--- src/rtl/pwm_capture.sv ---
`default_nettype none
// ============================================================================
// pwm_capture : measures period and active time of an asynchronous PWM input
// Rev 1.0 - initial release
// ============================================================================
module pwm_capture #(
  parameter int WAVE_LEN_WIDTH = 8
) (
  input  logic                      clk,
  input  logic                      reset,
  input  logic                      enable,
  input  logic                      active_high,
  input  logic                      pwm_in,
  output logic [WAVE_LEN_WIDTH-1:0] wave_length_out,
  output logic [WAVE_LEN_WIDTH-1:0] pulse_width_out,
  output logic                      valid,
  output logic                      stuck
);

  localparam logic [WAVE_LEN_WIDTH-1:0] c_CNT_MAX = '1;
  localparam logic [WAVE_LEN_WIDTH-1:0] c_CNT_ONE = WAVE_LEN_WIDTH'(1);

  typedef enum logic [1:0] {
    IDLE     = 2'd0,
    SEEK     = 2'd1,
    ACTIVE   = 2'd2,
    INACTIVE = 2'd3
  } state_t;

  state_t                    state_q, state_d;
  logic                      s1_q, s2_q, a_d_q, ah_q;
  logic [WAVE_LEN_WIDTH-1:0] period_q, period_d;
  logic [WAVE_LEN_WIDTH-1:0] high_q, high_d;
  logic [WAVE_LEN_WIDTH-1:0] wave_q, wave_d;
  logic [WAVE_LEN_WIDTH-1:0] pulse_q, pulse_d;
  logic                      valid_q, valid_d;
  logic                      stuck_q, stuck_d;

  logic                      lvl, rise, fall, sat, pol_flip, sat_report;
  logic [WAVE_LEN_WIDTH-1:0] period_inc;

  // Level is compared against the live polarity so a flip never looks like an edge one cycle later.
  assign lvl        = ~(s2_q ^ active_high);
  assign rise       = lvl & ~a_d_q;
  assign fall       = ~lvl & a_d_q;
  assign sat        = (period_q == c_CNT_MAX);
  assign pol_flip   = active_high ^ ah_q;
  assign period_inc = sat ? period_q : period_q + c_CNT_ONE;

  always_ff @(posedge clk) begin
    if (reset) begin
      state_q  <= IDLE;
      s1_q     <= 1'b0;
      s2_q     <= 1'b0;
      a_d_q    <= 1'b0;
      ah_q     <= active_high;
      period_q <= '0;
      high_q   <= '0;
      wave_q   <= '0;
      pulse_q  <= '0;
      valid_q  <= 1'b0;
      stuck_q  <= 1'b0;
    end else begin
      state_q  <= state_d;
      s1_q     <= pwm_in;
      s2_q     <= s1_q;
      a_d_q    <= lvl;
      ah_q     <= active_high;
      period_q <= period_d;
      high_q   <= high_d;
      wave_q   <= wave_d;
      pulse_q  <= pulse_d;
      valid_q  <= valid_d;
      stuck_q  <= stuck_d;
    end
  end

  always_comb begin
    state_d    = state_q;
    period_d   = period_q;
    high_d     = high_q;
    wave_d     = wave_q;
    pulse_d    = pulse_q;
    valid_d    = 1'b0;
    stuck_d    = stuck_q;
    sat_report = 1'b0;

    if (!enable) begin
      state_d  = IDLE;
      period_d = '0;
      high_d   = '0;
    end else if (pol_flip) begin
      state_d  = SEEK;
      period_d = '0;
      high_d   = '0;
    end else begin
      case (state_q)
        IDLE: begin
          state_d  = SEEK;
          period_d = '0;
          high_d   = '0;
        end
        SEEK: begin
          if (rise) begin
            state_d  = ACTIVE;
            period_d = c_CNT_ONE;
          end else if (sat) begin
            sat_report = 1'b1;
          end else begin
            period_d = period_inc;
          end
        end
        ACTIVE: begin
          if (fall) begin
            state_d  = INACTIVE;
            high_d   = period_q;
            period_d = period_inc;
          end else if (sat) begin
            sat_report = 1'b1;
          end else begin
            period_d = period_inc;
          end
        end
        INACTIVE: begin
          if (rise) begin
            state_d  = ACTIVE;
            wave_d   = period_q;
            pulse_d  = high_q;
            valid_d  = 1'b1;
            stuck_d  = 1'b0;
            period_d = c_CNT_ONE;
          end else if (sat) begin
            sat_report = 1'b1;
          end else begin
            period_d = period_inc;
          end
        end
        default: state_d = IDLE;
      endcase

      // Timeout report: the input has held one level for a full counter range.
      if (sat_report) begin
        state_d  = SEEK;
        wave_d   = c_CNT_MAX;
        pulse_d  = lvl ? c_CNT_MAX : '0;
        valid_d  = 1'b1;
        stuck_d  = 1'b1;
        period_d = c_CNT_ONE;
      end
    end
  end

  assign wave_length_out = wave_q;
  assign pulse_width_out = pulse_q;
  assign valid           = valid_q;
  assign stuck           = stuck_q;

endmodule
`default_nettype wire

--- config.mk ---
export PLATFORM = sky130hd
export DESIGN_NAME = pwm_capture
export DESIGN_NICKNAME = d
export VERILOG_FILES = /design/src/rtl/pwm_capture.sv
export SDC_FILE = /design/constraint.sdc
export NUM_CORES = 1
export LEC_CHECK = 0
export ABC_AREA = 1
export ABC_CLOCK_PERIOD_IN_PS = 1990
export BUFFER_PORTS_ARGS = -buffer_cell sky130_fd_sc_hd__buf_2
export CAP_MARGIN = 20
export CORE_AREA = 2 2 46 91
export DETAILED_ROUTE_END_ITERATION = 7
export DIE_AREA = 0 0 48 93
export HOLD_SLACK_MARGIN = 0.05
export PLACE_DENSITY = 0.68
export SYNTH_ARGS = -nofsm -noshare
export SYNTH_HDL_FRONTEND = slang
export SYNTH_SLANG_ARGS = --single-unit
--- constraint.sdc ---
create_clock -name clk -period 1.99 [get_ports clk]
set_input_delay 0.398 -clock clk [delete_from_list [all_inputs] [get_ports clk]]
set_output_delay 0.398 -clock clk [all_outputs]
set_load 0.05 [all_outputs]
==> impl_metrics.yaml <==
run_status:
  outcome: "complete, no violations"
yosys:
  syn_nets: 258
  synthArstFlopShare: 0
  yosys-top-cells-area: "dfxtp_1 44%, nand2_1 13%, nor2_1 6.6%, inv_1 6.4%, nand3_1 6.1%"
  synth_warnings: 0
  syn_area_um2: 1810
  ys_ff_latch: 40
  ys_seq_area_frac: 0.442
  yosysMostFrequentCell: "nand2_1"
  yosys.area.top_type_share: 0.442
  netlist_instances: 252
  synth_ff_type: "dfxtp_1"
  synth.avg_cell_area_um2: 7.19
  synthDistinctLibCells: 23
  synth_area_leader_cell: "dfxtp_1"
  synth_edf_count: 0
  netlist_top_cells_count: "61 x nand2_1, 40 x dfxtp_1, 32 x nor2_1"
global_routing:
  antenna_found_initial: 0
  grt_overflow_total: 0
  grt_usage: 0.189
  grt_max_degree: 23
  grt_pass1_wl_mm: 6.16
  first_global_vias: 1457
clocking:
  cts_tree: "yes"
  cts-root-buf: "clkbuf_8"
  postCtsSetupBuffers: 0
  path_clk_slew_ps: 80
  clock-sinks: 40
  numCtsBuffers: 5
  cts_max_level: 2
  insertion_delay_ps: 280
  cts_buffer_depth: 2
timing:
  hold_viol: 0
  timing.final.ws_setup_ps: 225
  tns_ps: 0
  drv_slew: 0
  max_freq_mhz: 567
  skew_ps: 3.86
  relSlewSlack: 0.685
  period_share: 0.887
  rsz0062_at_grt: "no"
  hold-worst-slack_ps: 274
  tightest_slew_ps: 470
  setup_viol: 0
  min_period_ps: 1760
worst_hold_path:
  hold_path.class: "primary input to register"
route:
  ant_nets: 0
  dr.pass1.iters: 4
  dr.first_iter.drc_count: 24
  wire_per_inst_um: 10.9
  drc: 0
  wirelength_mm: 3.63
  route.detailed.vias_per_inst: 4.69
  vias: 1561
worst_setup_path:
  startpoint_type: "register"
  cp.required_ps: 2170
  end_kind: "register"
  slowest_stage: "dfxtp_2"
  path_cells: "ha_1 > nand2_2 > nor2_4 > nand2_4 > nor2_4 > nand2_4 > nand2_4 > nand2_4 > o21ai_1 > inv_1"
  path_common_cell: "nand2_4"
  path_max_fanout: 22
  arrival_ps: 1950
  setup.worst_path.class: "register to register"
  slowest_delay_ps: 390
placed_design:
  port_buffers: 22
  gp_congestion: 0.873
  dp.final_hpwl_mm: 2.72
  placed_cell_area_um2: 1990
  dp_slack_ps: 123
power:
  p_clk_frac: 0.391
  swShare: 0.226
  ir_drop_uv: 473
  p_per_area_nw_per_um2: 686
  seqPwrFrac: 0.569
  leakagePower_uw: 0.00111
  switchingPower_uw: 323
  power_frac_comb: 0.040
  intPower_uw: 1100
job:
  maxCapViolCount: 0
die:
  die_w_um: 48
  core-area_um2: 3800
  io_pins: 23
  dieArea_um2: 4460
  fp-row-count: 32
  die_h_um: 93
  start_util: 0.476
cells_and_area:
  final_area_um2: 2080
  diodes: 0
  final_net_count: 287
  area.growth.synth_to_final_pct: 14.8
  drive_gt1_frac: 0.209
  postLayoutCoreUtil: 0.547
-- path summary, 6_finish.rpt --
check / from / end / slack, ps / cells past startpoint
setup / recovery: period_q[0] / wave_length_out[2] / 230 / 10
hold / removal: active_high / ah_q / 270 / 1
setup reg to reg: period_q[0] / wave_length_out[2] / 230 / 10
hold reg to reg: s1_q / s2_q / 410 / 2
-- worst max-delay path: cells and delay by family (launching register included) --
kind | cells | cell delay [ps]
AO/OA/AOI/OAI | 1 | 180
adder cells (fa/ha/maj) | 1 | 190
buffers and inverters | 1 | 50
flip-flops | 1 | 390
AND/OR/NAND/NOR | 7 | 830
-- power groups by stage --
stage	logic, uW	registers [uW]	clock network (uW)
2_1_floorplan	40.6	830	0
4_1_cts	58.1	811	569
5_1_grt	65.9	812	600
3_5_place_dp	57.7	831	0
3_3_place_gp	57.1	830	0
6_report	57.8	812	558
-- per-stage QoR --
stage          power, uW  instances
2_1_floorplan        870        252
3_3_place_gp         888        325
3_5_place_dp         888        325
4_1_cts             1440        333
5_1_grt             1480        333
6_report            1430        333
-- timing repair --
| action | in CTS | in global routing |
|---|---|---|
| hold buffers | 0 | 0 |
| endpoints found under the setup margin | 0 | 4 |
| hold endpoints to repair | 0 | 0 |
| gates resized for setup | 0 | 1 |
-- layout make-up --
class                           count  area [um2]
Fill cell                         377        1720
Multi-Input combinational cell    172         842
Sequential cell                    40         802
Timing Repair Buffer               27         148
Inverter                           35         131
Clock buffer                        7        86.3
Tap cell                           51        63.8
Clock inverter                      1        7.51
-- flip-flops by register name, indices dropped and copies added (netlist names) --
| register | cells |
|---|---|
| ah_q | 1 |
| stuck | 1 |
| a_d_q | 1 |
| s2_q | 1 |
| wave_length_out | 8 |
| pulse_width_out | 8 |
| state_q | 2 |
| s1_q | 1 |
| high_q | 8 |
| valid | 1 |
| period_q | 8 |
-- layer usage --
layer  wire, um  track usage  vias up  part of all wire
met2       2040        0.340       21              0.56
li1           -            -      835                 -
met4         95       0.0766        0             0.026
met1       1420        0.193      697              0.39
met3         76       0.0405        8             0.021
met5          0            0        -                 0
-- cell families after synthesis --
group | share of synthesized area
AOI/OAI and AO/OA | 0.0815
xor gates and xnor gates | 0.0145
adders and majority gates | 0.00690
buffers and inverters | 0.0932
DFF | 0.442
and+or+nand+nor | 0.362
-- layout by cell type (no fill, tap or decap), drive strengths merged --
cell type and n:
a21o 1, a21oi 18, buf 27, clkbuf 7, clkinv 2, clkinvlp 1, dfxtp 40, ha 1
inv 33, nand2 75, nand3 24, nand4 1, nor2 36, nor3 1, o21ai 10, or2 2
xnor2 1, xor2 2
Note: power is estimated with default switching activity, not from simulation.
